==> config.mk <==
export PLATFORM = sky130hd
export DESIGN_NAME = dsp_mac_ctrl
export DESIGN_NICKNAME = d
export VERILOG_FILES = /design/src/rtl/dsp_mac_ctrl_pkg.sv /design/src/rtl/dsp_mac_ctrl.sv
export SDC_FILE = /design/constraint.sdc
export NUM_CORES = 1
export LEC_CHECK = 0
export ABC_AREA = 1
export CAP_MARGIN = 20
export CORE_MARGIN = 4
export CORE_UTILIZATION = 37
export CTS_CLUSTER_DIAMETER = 40
export DETAILED_ROUTE_END_ITERATION = 8
export PLACE_DENSITY = 0.77
export SLEW_MARGIN = 20
export SYNTH_ARGS = -nofsm -noshare
export SYNTH_HDL_FRONTEND = slang
export SYNTH_SLANG_ARGS = --single-unit
==> constraint.sdc <==
create_clock -name clk -period 1.5 [get_ports clk]
set_input_delay 0.3 -clock clk [delete_from_list [all_inputs] [get_ports clk]]
set_output_delay 0.3 -clock clk [all_outputs]
set_load 0.1 [all_outputs]
==> src/rtl/dsp_mac_ctrl_pkg.sv <==
// Shared types and DSP48A1 constants for the dot-product MAC controller.
package dsp_mac_ctrl_pkg;

  typedef enum logic [1:0] {
    ST_IDLE  = 2'd0,
    ST_RUN   = 2'd1,
    ST_DRAIN = 2'd2,
    ST_DONE  = 2'd3
  } state_t;

  // OPMODE[1:0] selects X, OPMODE[3:2] selects Z; upper nibble stays zero.
  localparam logic [7:0] OPMODE_FIRST = 8'b0000_0001;  // X=M, Z=0
  localparam logic [7:0] OPMODE_ACC   = 8'b0000_1001;  // X=M, Z=P

  localparam int DSP_PIPE_LAT = 3;

endpackage

==> src/rtl/dsp_mac_ctrl.sv <==
// Dot-product controller sequencing operand pairs into an external DSP48A1
// (A1REG/MREG/PREG pipeline) and returning the accumulated 48-bit result.
module dsp_mac_ctrl
  import dsp_mac_ctrl_pkg::*;
#(
  parameter int LEN_W    = 8,
  parameter int PIPE_LAT = DSP_PIPE_LAT
) (
  input  logic                    clk,
  input  logic                    rst_n,
  input  logic                    start,
  input  logic [LEN_W-1:0]        len,
  output logic                    busy,
  input  logic                    in_valid,
  output logic                    in_ready,
  input  logic signed [17:0]      in_a,
  input  logic signed [17:0]      in_b,
  output logic [17:0]             dsp_a,
  output logic [17:0]             dsp_b,
  output logic [7:0]              dsp_opmode,
  output logic                    dsp_cea,
  output logic                    dsp_ceb,
  output logic                    dsp_cem,
  output logic                    dsp_cep,
  output logic                    dsp_ce_opmode,
  output logic                    dsp_rst,
  input  logic [47:0]             dsp_p,
  output logic                    res_valid,
  input  logic                    res_ready,
  output logic [47:0]             res_data
);

  state_t              state_reg, state_next;
  logic [LEN_W-1:0]    remaining_reg, remaining_next;
  logic [PIPE_LAT-1:0] vpipe_reg, vpipe_next;
  logic                first_pending_reg, first_pending_next;
  logic                first_issue_reg, first_issue_next;
  logic [17:0]         dsp_a_reg, dsp_a_next;
  logic [17:0]         dsp_b_reg, dsp_b_next;
  logic [7:0]          opmode_reg, opmode_next;
  logic [47:0]         res_data_reg, res_data_next;
  logic                res_valid_reg, res_valid_next;
  logic                busy_reg, busy_next;
  logic                dsp_rst_reg;
  logic                transfer;

  assign in_ready = (state_reg == ST_RUN) && (remaining_reg != '0);
  assign transfer = in_valid && in_ready;

  always_ff @(posedge clk) begin
    if (!rst_n) begin
      state_reg         <= ST_IDLE;
      remaining_reg     <= '0;
      vpipe_reg         <= '0;
      first_pending_reg <= 1'b0;
      first_issue_reg   <= 1'b0;
      dsp_a_reg         <= '0;
      dsp_b_reg         <= '0;
      opmode_reg        <= '0;
      res_data_reg      <= '0;
      res_valid_reg     <= 1'b0;
      busy_reg          <= 1'b0;
      dsp_rst_reg       <= 1'b1;
    end else begin
      state_reg         <= state_next;
      remaining_reg     <= remaining_next;
      vpipe_reg         <= vpipe_next;
      first_pending_reg <= first_pending_next;
      first_issue_reg   <= first_issue_next;
      dsp_a_reg         <= dsp_a_next;
      dsp_b_reg         <= dsp_b_next;
      opmode_reg        <= opmode_next;
      res_data_reg      <= res_data_next;
      res_valid_reg     <= res_valid_next;
      busy_reg          <= busy_next;
      dsp_rst_reg       <= 1'b0;
    end
  end

  always_comb begin
    state_next = state_reg;
    case (state_reg)
      ST_IDLE:  if (start) state_next = (len == '0) ? ST_DONE : ST_RUN;
      ST_RUN:   if (transfer && remaining_reg == LEN_W'(1)) state_next = ST_DRAIN;
      // An empty valid pipe means the last element's P is already registered.
      ST_DRAIN: if (vpipe_reg == '0) state_next = ST_DONE;
      ST_DONE:  if (res_ready) state_next = ST_IDLE;
      default:  state_next = ST_IDLE;
    endcase
  end

  always_comb begin
    remaining_next     = remaining_reg;
    first_pending_next = first_pending_reg;
    vpipe_next         = {vpipe_reg[PIPE_LAT-2:0], transfer};
    first_issue_next   = transfer && first_pending_reg;
    dsp_a_next         = dsp_a_reg;
    dsp_b_next         = dsp_b_reg;
    opmode_next        = opmode_reg;
    res_data_next      = res_data_reg;
    res_valid_next     = res_valid_reg;
    busy_next          = (state_next != ST_IDLE);

    // The first element must not add the stale P of a previous product.
    if (vpipe_reg[0]) opmode_next = first_issue_reg ? OPMODE_FIRST : OPMODE_ACC;

    if (transfer) begin
      dsp_a_next         = in_a;
      dsp_b_next         = in_b;
      remaining_next     = remaining_reg - LEN_W'(1);
      first_pending_next = 1'b0;
    end

    case (state_reg)
      ST_IDLE: begin
        if (start) begin
          remaining_next     = len;
          first_pending_next = 1'b1;
          if (len == '0) begin
            res_data_next  = '0;
            res_valid_next = 1'b1;
          end
        end
      end
      ST_DRAIN: begin
        if (vpipe_reg == '0) begin
          res_data_next  = dsp_p;
          res_valid_next = 1'b1;
        end
      end
      ST_DONE: if (res_ready) res_valid_next = 1'b0;
      default: ;
    endcase
  end

  assign busy          = busy_reg;
  assign dsp_a         = dsp_a_reg;
  assign dsp_b         = dsp_b_reg;
  assign dsp_opmode    = opmode_reg;
  assign dsp_cea       = vpipe_reg[0];
  assign dsp_ceb       = vpipe_reg[0];
  assign dsp_cem       = vpipe_reg[1];
  assign dsp_ce_opmode = vpipe_reg[1];
  assign dsp_cep       = vpipe_reg[PIPE_LAT-1];
  assign dsp_rst       = dsp_rst_reg;
  assign res_valid     = res_valid_reg;
  assign res_data      = res_data_reg;

endmodule

==> reports/qor.yml, run 1 <==
netlist-cell-type-count: 32
synth_async_sr_flop_share_pct: 0
path_common_cell: "sky130_fd_sc_hd__inv_2"
synth.area.top_cells: "sky130_fd_sc_hd__dfxtp_1 (51%), sky130_fd_sc_hd__a21oi_1 (9.7%), sky130_fd_sc_hd__nand2_1 (9.6%)"
failed_checks: "negative setup slack"
antenna_found_initial: 0
post_route_setup_tns_ns: -9.81
cts_tree: "yes"
grt_setup_unrepaired: "true"
place.gp.congestion: 0.801
synth.area.mux_share_pct: 0
htreeDepth: 3
grt_pass1_wl_mm: 24.3
crit_chain: "inv_2 > ha_4 > inv_2 > nor2_2 > buf_4 > a21boi_4 > buf_12"
drcViolationCount: 0
synth.largest_area_cell: "sky130_fd_sc_hd__dfxtp_1"
ys_dominant_reg_cell: "sky130_fd_sc_hd__dfxtp_1"
synthesis.instances: 522
worst_setup_path_start_kind: "register"
max_ffs_per_register: 48
max_clock_freq_mhz: 564
synthSimpleGateAreaFrac_pct: 18.0
synth_xor_xnor_area_share_pct: 0.646
crit_path_max_incr_delay_ns: 0.35
synth-adder-area-share_pct: 0.615
synth_edf_count: 0
finalNetCount: 848
clk_pin_slew_ns: 0.09
power.density_cell_area_nw_per_um2: 770
yosysSeqAreaShare_pct: 51.2
first_global_vias: 4832
maxCapViolCount: 0
timing_hold_violations_final: 0
final_core_utilization_pct: 78.6
cts_hold_buf: 0
cts.sinks: 104
cts_made_buffers: 9
data_arrival_time_of_the_critical_path_ns: 1.47
crit_end_category: "output pin"
critical_path_peak_fanout: 2
minimum_clock_period_ns: 1.77
fp-row-count: 38
ff_latch_count_synth: 104
drt_first_iter_violations: 255
routed_via_density: 5.17
synth_compound_gate_area_share_pct: 21.0
post_drt_wl_per_cell_um: 19.0
hpwl_mm: 9.68
ys.warnings.count: 0
final.period_utilization_pct: 118
pin_count: 198
dp.cells: 847
grt_start_max_net_pins: 49
die_height_um: 113
layout.filler_cells: 598
antenna_violating_nets_post_route: 0
grt.overflow.total: 0
worstPathRequired_ns: 1.20
first_pass_iters: 5
fraction_of_layout_instances_using_a_drive_strength_above_1_pct: 40.8
irDropWorstVdd_mv: 0.469
clock-root-buffer: "sky130_fd_sc_hd__clkbuf_8"
cpMaxStageDelayCell: "sky130_fd_sc_hd__dfxtp_2"
groute.usage.overall_pct: 23.9
cp_num_buf_inv: 4
dieArea_um2: 12700
status: "complete, but fails checks"
io_buffers: 191
finalSetupViolCount: 64
drv_slew: 0
cpLargestDelayFamily: "buffers and inverters"
synth_commonest_cells: "sky130_fd_sc_hd__dfxtp_1 (104), sky130_fd_sc_hd__nand2_1 (104), sky130_fd_sc_hd__a21oi_1 (79)"
min_path_type: "in2reg"
ctsLongestPathBuffers: 2
core_area_um2: 10800
diodes: 0
preCtsSetupSlack_ns: -0.427
clock-skew-final_ns: 0.0173
total_via_count_after_detailed_routing: 4622
initial_utilization_pct: 37.7
worst_setup_path_type: "reg2out"
dieWidth_um: 113
syn_to_final_growth_pct: 108
syn_area_per_cell_um2: 7.79
cell_area_after_technology_mapping_um2: 4070
static-leakage-power_nw: 3.35
setup_ws_ns: -0.274
layout.cells.non_filler: 894
post-synth-top-area-fraction_pct: 51.2
largest_family_of_logic_cells_by_synthesized_area: "compound AO/OA/AOI/OAI gates"
clk_latency_ns: 0.37
drt_wl_total_mm: 17.0
[layout by cell type (no fill, tap or decap), drive strengths merged, types with 2 or more instances in the layout]
master,n
dfxtp,104
inv,27
ha,2
nor2,64
o21ai,61
xor2,3
clkinv,4
o21bai,5
buf,158
nand3,8
clkdlybuf4s50,95
clkbuf,13
conb,6
a21oi,89
nand2,105
[worst min-delay path, cell delays in order]
cell and delay, ns:
sky130_fd_sc_hd__buf_2 0.16, sky130_fd_sc_hd__o21ai_1 0.10, sky130_fd_sc_hd__a31oi_1 0.05
[stage by stage]
| stage | area [um2] | hold WS, ns | power (W) |
|---|---|---|---|
| 4_1_cts | 8280 | 0.295 | 0.00640 |
| 3_5_place_dp | 7240 | 0.401 | 0.00476 |
| 5_1_grt | 8480 | 0.323 | 0.00674 |
| 2_1_floorplan | 4150 | 0.387 | 0.00397 |
| 3_3_place_gp | 7240 | 0.408 | 0.00473 |
| 6_report | 8480 | 0.297 | 0.00653 |
[cell families (layout without fill, tap and decap cells)]
group / after synthesis / count (layout)
and+or+nand+nor: 182 / 182
AOI/OAI and AO/OA: 159 / 159
DFF: 104 / 104
buffers and inverters: 71 / 298
xor gates and xnor gates: 3 / 3
adders and majority gates: 2 / 2
other: 1 / 6
[metal layers]
layer  vias up  global-route usage [%]  share of wire [%]
met5         -                       0                  0
met4         0                    9.05                3.1
met3        45                    9.73                 10
met2       237                    43.1                 51
met1      2195                    24.7                 36
li1       2145                       -                  -
[repair_timing]
item | CTS | global route
pin swaps | 44 | 52
setup buffers | 22 | 7
cloned | 12 | 2
setup endpoints to repair | 85 | 98
resized for setup | 147 | 69
[worst paths after layout]
| kind | from | end | slack (ns) | cells past startpoint |
|---|---|---|---|---|
| hold / removal | rst_n | remaining_reg[3]$_SDFF_PN0_ | 0.30 | 3 |
| setup / recovery | remaining_reg[1]$_SDFF_PN0_ | in_ready | -0.27 | 7 |
| setup reg to reg | state_reg[1]$_SDFF_PN0_ | res_data[28]$_SDFFE_PN0P_ | -0.22 | 13 |
| hold reg to reg | first_issue_reg$_SDFF_PN0_ | dsp_opmode[3]$_SDFFE_PN0P_ | 0.41 | 1 |
[power breakdown]
part	total [W]	switching [W]	internal, W
sequential	0.00296	0.0000994	0.00286
clock	0.00156	0.000965	0.000600
combinational	0.00201	0.00115	0.000856
[layout make-up]
type                       count  area (um2)  share of cell area, %
timing repair buffer         254        3740                   44.1
inverter                      28         130                   1.53
multi-input combinational    352        2180                   25.7
tap                          140         175                   2.07
clock inverter                 4        22.5                  0.266
clock buffer                  12         135                   1.59
sequential                   104        2100                   24.8
No activity file was read; power rests on OpenSTA's default activity.
==> run 2, diff against run 1 <==
CELL_PAD_IN_SITES_DETAIL_PLACEMENT = 1   (was not set)
CELL_PAD_IN_SITES_GLOBAL_PLACEMENT = 1   (was not set)
CORE_UTILIZATION = 25   (was 37)
PLACE_DENSITY = 0.75   (was 0.77)
==> run 2 against run 1 <==
  * The flow still finishes with violations (negative setup slack)
  * Cell count is 7.8% higher
  * Clock power rose by 77%
  * Worst setup slack gained 0.017 ns
  * Combinational power down 3%
  * Utilization is 25 points lower
  * Register-to-register slack better by 0.07 ns
  * Sequential power hardly changed
  * Clock-buffer cell count fell by 1
  * Critical endpoint unchanged
  * Routed wire length grew 3.1%
  * Global-route usage decreased by 6.7 points
  * Largest cell class unchanged
==> reports/qor.yml, run 2 (synthesis results as in run 1) <==
drt_first_iter_violations: 81
min_path_type: "in2reg"
diodes: 0
io_buffers: 191
core_area_um2: 15900
fraction_of_layout_instances_using_a_drive_strength_above_1_pct: 37.4
drt_wl_total_mm: 17.5
static-leakage-power_nw: 3.47
preCtsSetupSlack_ns: -0.440
finalSetupViolCount: 94
final.period_utilization_pct: 117
clk_latency_ns: 0.35
crit_end_category: "output pin"
setup_ws_ns: -0.256
max_ffs_per_register: 48
post_drt_wl_per_cell_um: 18.2
routed_via_density: 4.61
dp.cells: 924
maxCapViolCount: 0
cts.sinks: 104
groute.usage.overall_pct: 17.2
cts_hold_buf: 0
grt.overflow.total: 0
dieWidth_um: 136
first_pass_iters: 4
syn_to_final_growth_pct: 110
irDropWorstVdd_mv: 0.553
failed_checks: "negative setup slack"
swShare_pct: 30.8
fp-row-count: 46
status: "complete, but fails checks"
worst-r2r-setup-slack_ns: -0.15
clock-skew-final_ns: 0.00606
cts_tree: "yes"
max_clock_freq_mhz: 569
timing_hold_violations_final: 0
initial_utilization_pct: 25.5
power.density_cell_area_nw_per_um2: 899
worst_setup_path_start_kind: "register"
grt_pass1_wl_mm: 25.0
antenna_violating_nets_post_route: 0
hpwl_mm: 11.6
htreeDepth: 3
intPower_w: 0.00531
cts_made_buffers: 9
critical_path_peak_fanout: 2
minimum_clock_period_ns: 1.76
grt_start_max_net_pins: 49
drv_slew: 0
first_global_vias: 4784
total_via_count_after_detailed_routing: 4445
die_height_um: 136
data_arrival_time_of_the_critical_path_ns: 1.46
sequential_fraction_of_design_power_pct: 38.6
finalNetCount: 842
drcViolationCount: 0
mostFrequentLayoutCell: "sky130_fd_sc_hd__buf_12"
layout.cells.most_common_list: "sky130_fd_sc_hd__buf_12 (105), sky130_fd_sc_hd__nand2_1 (102), sky130_fd_sc_hd__dfxtp_1 (97), sky130_fd_sc_hd__clkdlybuf4s50_1 (92), sky130_fd_sc_hd__a21oi_1 (63)"
power_frac_clock_pct: 36.0
layout.cells.non_filler: 964
switching_power_w: 0.00236
grt_setup_unrepaired: "true"
p_comb_share_pct: 25.4
clk_pin_slew_ns: 0.08
pin_count: 198
ctsLongestPathBuffers: 2
place.gp.congestion: 0.774
worst_setup_path_type: "reg2out"
clock-root-buffer: "sky130_fd_sc_hd__clkbuf_16"
antenna_found_initial: 0
dieArea_um2: 18400
worstPathRequired_ns: 1.20
run 2: power groups by stage:
stage	clock (W)	sequential [W]	combinational [W]
2_1_floorplan	0	0.00350	0.000476
3_3_place_gp	0	0.00301	0.00175
3_5_place_dp	0	0.00302	0.00179
4_1_cts	0.00282	0.00296	0.00187
5_1_grt	0.00295	0.00297	0.00205
6_report	0.00276	0.00296	0.00195
run 2: per-stage QoR:
| stage | instance area (um2) | utilization [%] | hold slack [ns] | power, W | setup TNS (ns) |
|---|---|---|---|---|---|
| finish | 8530 | 53.5 | 0.351 | 0.00767 | -8.08 |
| CTS | 8000 | 50.1 | 0.340 | 0.00765 | -9.19 |
| global route | 8530 | 53.5 | 0.349 | 0.00797 | -16.29 |
| global placement | 7360 | 46.1 | 0.405 | 0.00476 | -19.44 |
| detailed placement | 7360 | 46.1 | 0.408 | 0.00481 | -24.24 |
| floorplan | 4150 | - | 0.387 | 0.00397 | -2.30 |
run 2: final timing paths:
check	from	end	cells after the start
hold reg to reg	first_issue_reg$_SDFF_PN0_	dsp_opmode[3]$_SDFFE_PN0P_	1
setup / recovery	remaining_reg[0]$_SDFF_PN0_	in_ready	7
hold / removal	rst_n	vpipe_reg[2]$_SDFF_PN0_	3
setup reg to reg	vpipe_reg[2]$_SDFF_PN0_	res_data[9]$_SDFFE_PN0P_	9
run 2: what timing repair did:
action / 4_1_cts / 5_1_grt
resized for setup: 26 / 132
buffers inserted: 4 / 8
setup endpoints to repair: 97 / 98
cloned: 6 / 7
pin swaps: 9 / 52
run 2: per-layer routing:
| metal | routed length (um) | track usage (%) |
|---|---|---|
| met1 | 6460 | 18.2 |
| met2 | 9160 | 31.1 |
| met3 | 1580 | 7.13 |
| met4 | 343 | 5.38 |
| met5 | 0 | 0 |
run 2: layout make-up:
type | instances | area, um2
repair buffers | 247 | 3650
clock inverters | 5 | 85.1
repair inverters | 1 | 3.75
fillers | 1710 | 7420
inverters | 28 | 120
flip-flops and latches | 104 | 2100
clock buffers | 11 | 264
well taps | 216 | 270
multi-input cells | 352 | 2030
run 2: worst max-delay path, cell delays in order (launching register included):
cell and delay (ns):
sky130_fd_sc_hd__dfxtp_2 0.36, sky130_fd_sc_hd__inv_2 0.06, sky130_fd_sc_hd__ha_4 0.16, sky130_fd_sc_hd__inv_4 0.06, sky130_fd_sc_hd__nor2_4 0.03, sky130_fd_sc_hd__buf_6 0.11, sky130_fd_sc_hd__a21boi_4 0.14, sky130_fd_sc_hd__buf_12 0.19
==> run 3, diff against run 2 <==
TNS_END_PERCENT = 100   (was not set)
==> results of run 3 <==
Same layout as run 2: the final DEF is identical, and so are final timing and power.
